File: src/rtl/reg_file_arbiter_pkg.sv
// ---------------------------------------------------------------------------
// reg_file_arbiter_pkg
//
// Shared definitions for the register-file arbiter slice.
//
// Contents:
//    state_t   - sequencer state encoding (INIT sweep, RUN service)
//    NUM_REQ   - number of requesters on each side (write and read)
//    rr_pick   - two-requester round-robin grant rule, shared by every
//                arbiter instance so both sides behave identically
// ---------------------------------------------------------------------------
package reg_file_arbiter_pkg;

   // INIT clears the file after reset; RUN serves the requesters.
   typedef enum logic {
      INIT = 1'b0,
      RUN  = 1'b1
   } state_t;

   // Each side (write and read) is shared by this many requesters.
   localparam int NUM_REQ = 2;

   // Round-robin grant for two requesters.
   // A lone request always wins. When both requesters ask, the pointer
   // names the winner: ptr=0 favours requester 0, ptr=1 favours requester 1.
   // The result is one-hot or zero.
   function automatic logic [NUM_REQ-1:0] rr_pick(input logic [NUM_REQ-1:0] req,
                                                  input logic               ptr);
      logic [NUM_REQ-1:0] gnt;
      gnt = '0;
      case (req)
         2'b01:   gnt = 2'b01;
         2'b10:   gnt = 2'b10;
         2'b11:   gnt = ptr ? 2'b10 : 2'b01;
         default: gnt = '0;
      endcase
      return gnt;
   endfunction

endpackage

File: src/rtl/reg_file_arbiter_rr_arbiter2.sv
// ---------------------------------------------------------------------------
// rr_arbiter2
//
// Two-requester round-robin arbiter with its own priority pointer flop.
// The grant is purely combinational from req and the pointer. The pointer
// flips only when both requesters asked in the same cycle and update_en is
// high, so a lone requester never steals the other's next turn.
//
// Ports:
//    clk        in   rising-edge clock
//    rst_n      in   asynchronous active-low reset (pointer -> requester 0)
//    req        in   request vector, one bit per requester
//    update_en  in   allows the pointer to advance this cycle
//    gnt        out  one-hot or zero grant
// ---------------------------------------------------------------------------
module rr_arbiter2
   import reg_file_arbiter_pkg::*;
(
   input  logic               clk,
   input  logic               rst_n,
   input  logic [NUM_REQ-1:0] req,
   input  logic               update_en,
   output logic [NUM_REQ-1:0] gnt
);

   logic ptr;

   // Grant follows the shared round-robin rule with the current pointer.
   always_comb begin
      gnt = rr_pick(req, ptr);
   end

   // The pointer only moves on a real contention so that the loser of a
   // tie is guaranteed to win the next tie.
   always_ff @(posedge clk or negedge rst_n) begin
      if (!rst_n) begin
         ptr <= 1'b0;
      end else if (update_en && (req == 2'b11)) begin
         ptr <= ~ptr;
      end
   end

endmodule

File: src/rtl/reg_file_arbiter.sv
// ---------------------------------------------------------------------------
// reg_file_arbiter
//
// Arbiter and sequencer in front of a single-write-port, single-read-port
// register file of 2**N words of BITS bits. The file has no reset of its
// own, so after reset this block first sweeps every location to zero
// (busy high) and only then serves two write requesters and two read
// requesters, each side with an independent round-robin arbiter.
// Read data comes back through a registered response one cycle after the
// grant, tagged by a one-hot rvalid naming the owner.
//
// Ports:
//    CLK, RST_N             clock, asynchronous active-low reset
//    wreq[1:0]              write requests, held until granted
//    waddr0/1, wdata0/1     per-requester write address and data
//    wgnt[1:0]              write grant, one-hot or zero
//    rreq[1:0]              read requests, held until granted
//    raddr0/1               per-requester read address
//    rgnt[1:0]              read grant, one-hot or zero
//    rdata                  registered read data
//    rvalid[1:0]            one-hot owner of rdata, valid for one cycle
//    busy                   high while the init sweep runs
//    rf_address_w, rf_WE,   register file write port
//    rf_data_w
//    rf_address_r           register file read address
//    rf_data_r              register file read data (combinational in
//                           rf_address_r)
// ---------------------------------------------------------------------------
module reg_file_arbiter
   import reg_file_arbiter_pkg::*;
#(
   parameter int N    = 2,
   parameter int BITS = 4
) (
   input  logic               CLK,
   input  logic               RST_N,
   input  logic [NUM_REQ-1:0] wreq,
   input  logic [N-1:0]       waddr0,
   input  logic [N-1:0]       waddr1,
   input  logic [BITS-1:0]    wdata0,
   input  logic [BITS-1:0]    wdata1,
   output logic [NUM_REQ-1:0] wgnt,
   input  logic [NUM_REQ-1:0] rreq,
   input  logic [N-1:0]       raddr0,
   input  logic [N-1:0]       raddr1,
   output logic [NUM_REQ-1:0] rgnt,
   output logic [BITS-1:0]    rdata,
   output logic [NUM_REQ-1:0] rvalid,
   output logic               busy,
   output logic [N-1:0]       rf_address_w,
   output logic               rf_WE,
   output logic [BITS-1:0]    rf_data_w,
   output logic [N-1:0]       rf_address_r,
   input  logic [BITS-1:0]    rf_data_r
);

   state_t             state;
   state_t             state_next;
   logic [N-1:0]       sweep_cnt;
   logic               run;
   logic [NUM_REQ-1:0] wreq_live;
   logic [NUM_REQ-1:0] rreq_live;

   // Requests raised during the sweep are hidden from the arbiters rather
   // than dropped: the requester keeps holding them and they are seen in
   // the first RUN cycle. Hiding them also keeps the pointers frozen.
   assign run       = (state == RUN);
   assign wreq_live = wreq & {NUM_REQ{run}};
   assign rreq_live = rreq & {NUM_REQ{run}};

   // Write-side and read-side arbiters are fully independent, so a write
   // and a read may be granted in the same cycle.
   rr_arbiter2 u_write_arb (
      .clk       (CLK),
      .rst_n     (RST_N),
      .req       (wreq_live),
      .update_en (run),
      .gnt       (wgnt)
   );

   rr_arbiter2 u_read_arb (
      .clk       (CLK),
      .rst_n     (RST_N),
      .req       (rreq_live),
      .update_en (run),
      .gnt       (rgnt)
   );

   // Sequencer state register. Reset always returns to INIT so that a
   // reset in the middle of operation restarts the zero sweep.
   always_ff @(posedge CLK or negedge RST_N) begin
      if (!RST_N) begin
         state <= INIT;
      end else begin
         state <= state_next;
      end
   end

   // Sweep counter walks every address once during INIT. It wraps back to
   // zero naturally on the last address, which is also the cycle where
   // the sequencer leaves INIT, and then rests at zero during RUN.
   always_ff @(posedge CLK or negedge RST_N) begin
      if (!RST_N) begin
         sweep_cnt <= '0;
      end else if (state == INIT) begin
         sweep_cnt <= sweep_cnt + 1'b1;
      end else begin
         sweep_cnt <= '0;
      end
   end

   // Next-state logic and the write-port mux. During INIT the write port
   // is owned by the sweep (zero data at the counter address); during RUN
   // it carries the granted requester's address and data, and is driven
   // to all zeros with the enable low when nobody is granted.
   always_comb begin
      state_next   = state;
      busy         = 1'b0;
      rf_WE        = 1'b0;
      rf_address_w = '0;
      rf_data_w    = '0;
      case (state)
         INIT: begin
            busy         = 1'b1;
            rf_WE        = 1'b1;
            rf_address_w = sweep_cnt;
            rf_data_w    = '0;
            if (sweep_cnt == {N{1'b1}}) begin
               state_next = RUN;
            end
         end
         RUN: begin
            if (wgnt[0]) begin
               rf_WE        = 1'b1;
               rf_address_w = waddr0;
               rf_data_w    = wdata0;
            end else if (wgnt[1]) begin
               rf_WE        = 1'b1;
               rf_address_w = waddr1;
               rf_data_w    = wdata1;
            end
         end
         default: begin
            state_next = INIT;
         end
      endcase
   end

   // Read-address mux. The file reads combinationally, so the granted
   // address must be on rf_address_r during the grant cycle; idle is zero.
   always_comb begin
      rf_address_r = '0;
      if (rgnt[0]) begin
         rf_address_r = raddr0;
      end else if (rgnt[1]) begin
         rf_address_r = raddr1;
      end
   end

   // Registered read response. Data is captured at the grant edge, which
   // is the same edge that commits any concurrent write, so a same-address
   // write and read in one cycle returns the old contents. rdata holds its
   // last value between reads, while rvalid is a single-cycle tag.
   always_ff @(posedge CLK or negedge RST_N) begin
      if (!RST_N) begin
         rdata  <= '0;
         rvalid <= '0;
      end else if (rgnt != '0) begin
         rdata  <= rf_data_r;
         rvalid <= rgnt;
      end else begin
         rvalid <= '0;
      end
   end

endmodule
File: config.mk
export PLATFORM = sky130hd
export DESIGN_NAME = reg_file_arbiter
export DESIGN_NICKNAME = d
export VERILOG_FILES = /design/src/rtl/reg_file_arbiter_pkg.sv /design/src/rtl/reg_file_arbiter_rr_arbiter2.sv /design/src/rtl/reg_file_arbiter.sv
export SDC_FILE = /design/constraint.sdc
export NUM_CORES = 1
export LEC_CHECK = 0
export ABC_AREA = 1
export CAP_MARGIN = 40
export CORE_MARGIN = 5
export CORE_UTILIZATION = 45
export CTS_CLUSTER_DIAMETER = 50
export CTS_CLUSTER_SIZE = 30
export DETAILED_ROUTE_END_ITERATION = 10
export DONT_BUFFER_PORTS = 1
export GPL_ROUTABILITY_DRIVEN = 0
export GPL_TIMING_DRIVEN = 0
export PLACE_DENSITY_LB_ADDON = 0.2
export SLEW_MARGIN = 20
export SYNTH_ARGS = -nofsm -noshare
export SYNTH_HDL_FRONTEND = slang
export SYNTH_SLANG_ARGS = --single-unit
File: constraint.sdc
create_clock -name CLK -period 2.7 [get_ports CLK]
set_clock_uncertainty 0.1 [all_clocks]
set_input_delay 0.675 -clock CLK [delete_from_list [all_inputs] [get_ports CLK]]
set_output_delay 0.675 -clock CLK [all_outputs]
set_load 0.1 [all_outputs]
==> impl_metrics.yaml <==
logic_synthesis:
  synthesis.area_um2: 631
  synth_area_per_cell_um2: 7.98
  yosys.cell_types.count: 17
  synth_nets: 106
  synth_seq_cells: 11
  synth_cells: 79
  ys_warn_count: 0
  yosysSeqAreaShare_pct: 43.7
cells_and_area:
  nets: 128
  diodes: 0
  final_cells: 115
  drive_gt1_share_pct: 49.0
  area_delta_synth_final_pct: 66.7
  final_cell_mix: "nand2_1 (14), nand2_2 (13), dfrtp_1 (11), nand3_1 (10)"
  final_common_cell: "nand2_1"
  final_util_pct: 79.8
die:
  die_h_um: 47.4
  die_w_um: 47.4
  rows: 13
  initial_core_util_pct: 47.9
  ioPinCount: 46
  core_area_um2: 1320
  die-area_um2: 2250
sta:
  tns_ps: -174
  timing.final.crit_share_pct: 101
  worst_pin_slew_ps: 896
  worst_slack_ps: -38.2
  rsz0062_at_grt: "true"
  slew_headroom_pct: 40.3
  holdWs_ps: 383
  fmax_ghz: 0.365
  finalSetupViolCount: 6
  slew_viol_final: 0
  hold_viol: 0
  timing.final.crit_period_ps: 2740
global_routing:
  antenna_found_initial: 0
  grt_pass1_wl_um: 2730
  grt_pass1_vias: 633
  grt_max_degree: 12
  grt_usage_pct: 17.5
  gr-total-overflow: 0
clock_network:
  cts_htree_levels: 1
  cts_tree: "built"
  clk_latency_ps: 270
  cts-root-buf: "clkbuf_4"
  cts_buffers: 3
  cts.sinks: 11
  path_clk_slew_ps: 60
  clockBufferDepth: 2
pwr:
  switching_share_pct: 52.8
  peakVddDrop_mv: 0.388
  power_frac_comb_pct: 49.3
  p_seq_share_pct: 34.2
  clkPwrFrac_pct: 16.5
  p_sw_w: 0.000347
  leakagePower_nw: 0.476
  p_int_w: 0.000310
  p_per_area_nw_per_um2: 625
critical_path:
  critical-path-max-stage-delay_ps: 660
  required_ps: 1920
  startpoint_type: "flop"
  critPathKind: "reg2out"
  r2r_start: "run"
  regToRegSetupSlack_ps: 1170
  cp_max_fo: 5
  crit_path_cell_trace: "buf_6, nand2_4, a21oi_4, nand2_2, nand2_8"
  r2r_cells: 3
  worstReg2RegEnd: "rvalid[0]"
  arrival_ps: 1960
  cp-end-kind: "primary output"
  critPathSlowestCell: "a21oi_4"
routing:
  wl_per_cell_um: 16.0
  routed_via_density: 5.47
  antenna_left: 0
  drt_pre_antenna_iters: 4
  drtIter0Drc: 11
  vias: 629
  wl_um: 1840
  drc: 0
min_path:
  whs_endpoint: "sweep_cnt[0]"
  min_from: "sweep_cnt[0]"
  min_path_type: "reg2reg"
  holdPathStages: 1
place:
  port_buffers: 0
  dpl_worst_slack_ps: -33.3
  dp.cells: 102
run_status:
  status: "complete, but fails checks"
  violations: "negative setup slack"
flow_run:
  max_cap_violations: 0
## registers in the layout, indices dropped and copies added (netlist names)
| name | cells |
|---|---|
| u_write_arb.ptr | 1 |
| rvalid | 2 |
| u_read_arb.ptr | 1 |
| run | 1 |
| rdata | 4 |
| sweep_cnt | 2 |
## routing by layer
layer | vias up | share of wire (%) | track usage, %
li1 | 299 | - | -
met1 | 305 | 34 | 18.1
met2 | 25 | 57 | 31.6
met3 | 0 | 8.9 | 9.02
met4 | 0 | 0 | 3.31
met5 | - | 0 | 0
## power by group through the flow
| stage | Sequential (W) | Combinational [W] | Clock (W) |
|---|---|---|---|
| global route | 0.000226 | 0.000336 | 0.000124 |
| global placement | 0.000253 | 0.000218 | 0 |
| detailed placement | 0.000227 | 0.000281 | 0 |
| floorplan | 0.000250 | 0.000210 | 0 |
| finish | 0.000225 | 0.000324 | 0.000109 |
| CTS | 0.000224 | 0.000319 | 0.000114 |
## logic make-up (layout without fill, tap and decap cells)
| group | count (synthesis) | after routing | synth area share [%] |
|---|---|---|---|
| flops | 11 | 11 | 43.7 |
| compound gates | 7 | 7 | 10.3 |
| fa+ha+maj | 1 | 1 | 1.98 |
| buf+inv | 7 | 28 | 5.36 |
| simple gates | 53 | 53 | 38.7 |
## repair_timing
item,4_1_cts,5_1_grt
endpoints found under the hold margin,11,0
endpoints found under the setup margin,8,8
pin swaps,17,6
setup buffers,4,2
resized for setup,26,5
gates cloned,1,0
hold buffers,1,0
## layout make-up
type,instances,area (um^2)
Multi-Input combinational cell,61,488
Sequential cell,11,275
Inverter,6,26.3
Buffer,1,11.3
Timing Repair Buffer,17,205
Fill cell,89,267
Clock buffer,4,26.3
Tap cell,15,18.8
## stage by stage
step           power [W]  area (um^2)
2_1_floorplan   0.000460          668
3_3_place_gp    0.000470          687
3_5_place_dp    0.000509          811
4_1_cts         0.000657         1020
5_1_grt         0.000686         1050
6_report        0.000657         1050
## critical path: cells and delay by family, from the launching register on
kind	cells	cell delay, ps
DFF	1	370
AOI/OAI and AO/OA	1	660
buffers and inverters	1	160
and+or+nand+nor	3	510
## synth_stat cells
cell type	number	area share [%]
nand2_1	33	20
nand3_1	12	9.5
dfrtp_1	11	44
inv_1	4	2.4
nand2_4	3	5.4
a21oi_2	2	2.8
a21oi_4	2	5.2
nor2_1	2	1.2
o21ai_1	2	1.6
a21oi_1	1	0.79
buf_6	1	1.8
clkinv_1	1	0.59
ha_1	1	2.0
inv_2	1	0.59
nand2_2	1	0.99
nand4_1	1	0.99
or2_2	1	0.99
## worst max path at each step
stage                           end    start  slack [ps]  depth (start not counted)
floorplan           rf_address_r[0]  rreq[0]        -170                          4
global route           rf_data_w[2]      run        -110                          5
global placement    rf_address_r[0]  rreq[0]        -220                          4
finish                 rf_data_w[2]      run         -40                          5
CTS                 rf_address_r[0]      run         -30                          6
detailed placement     rf_data_w[0]  wreq[1]         -30                          4
Power figures use the tool's default switching activity.
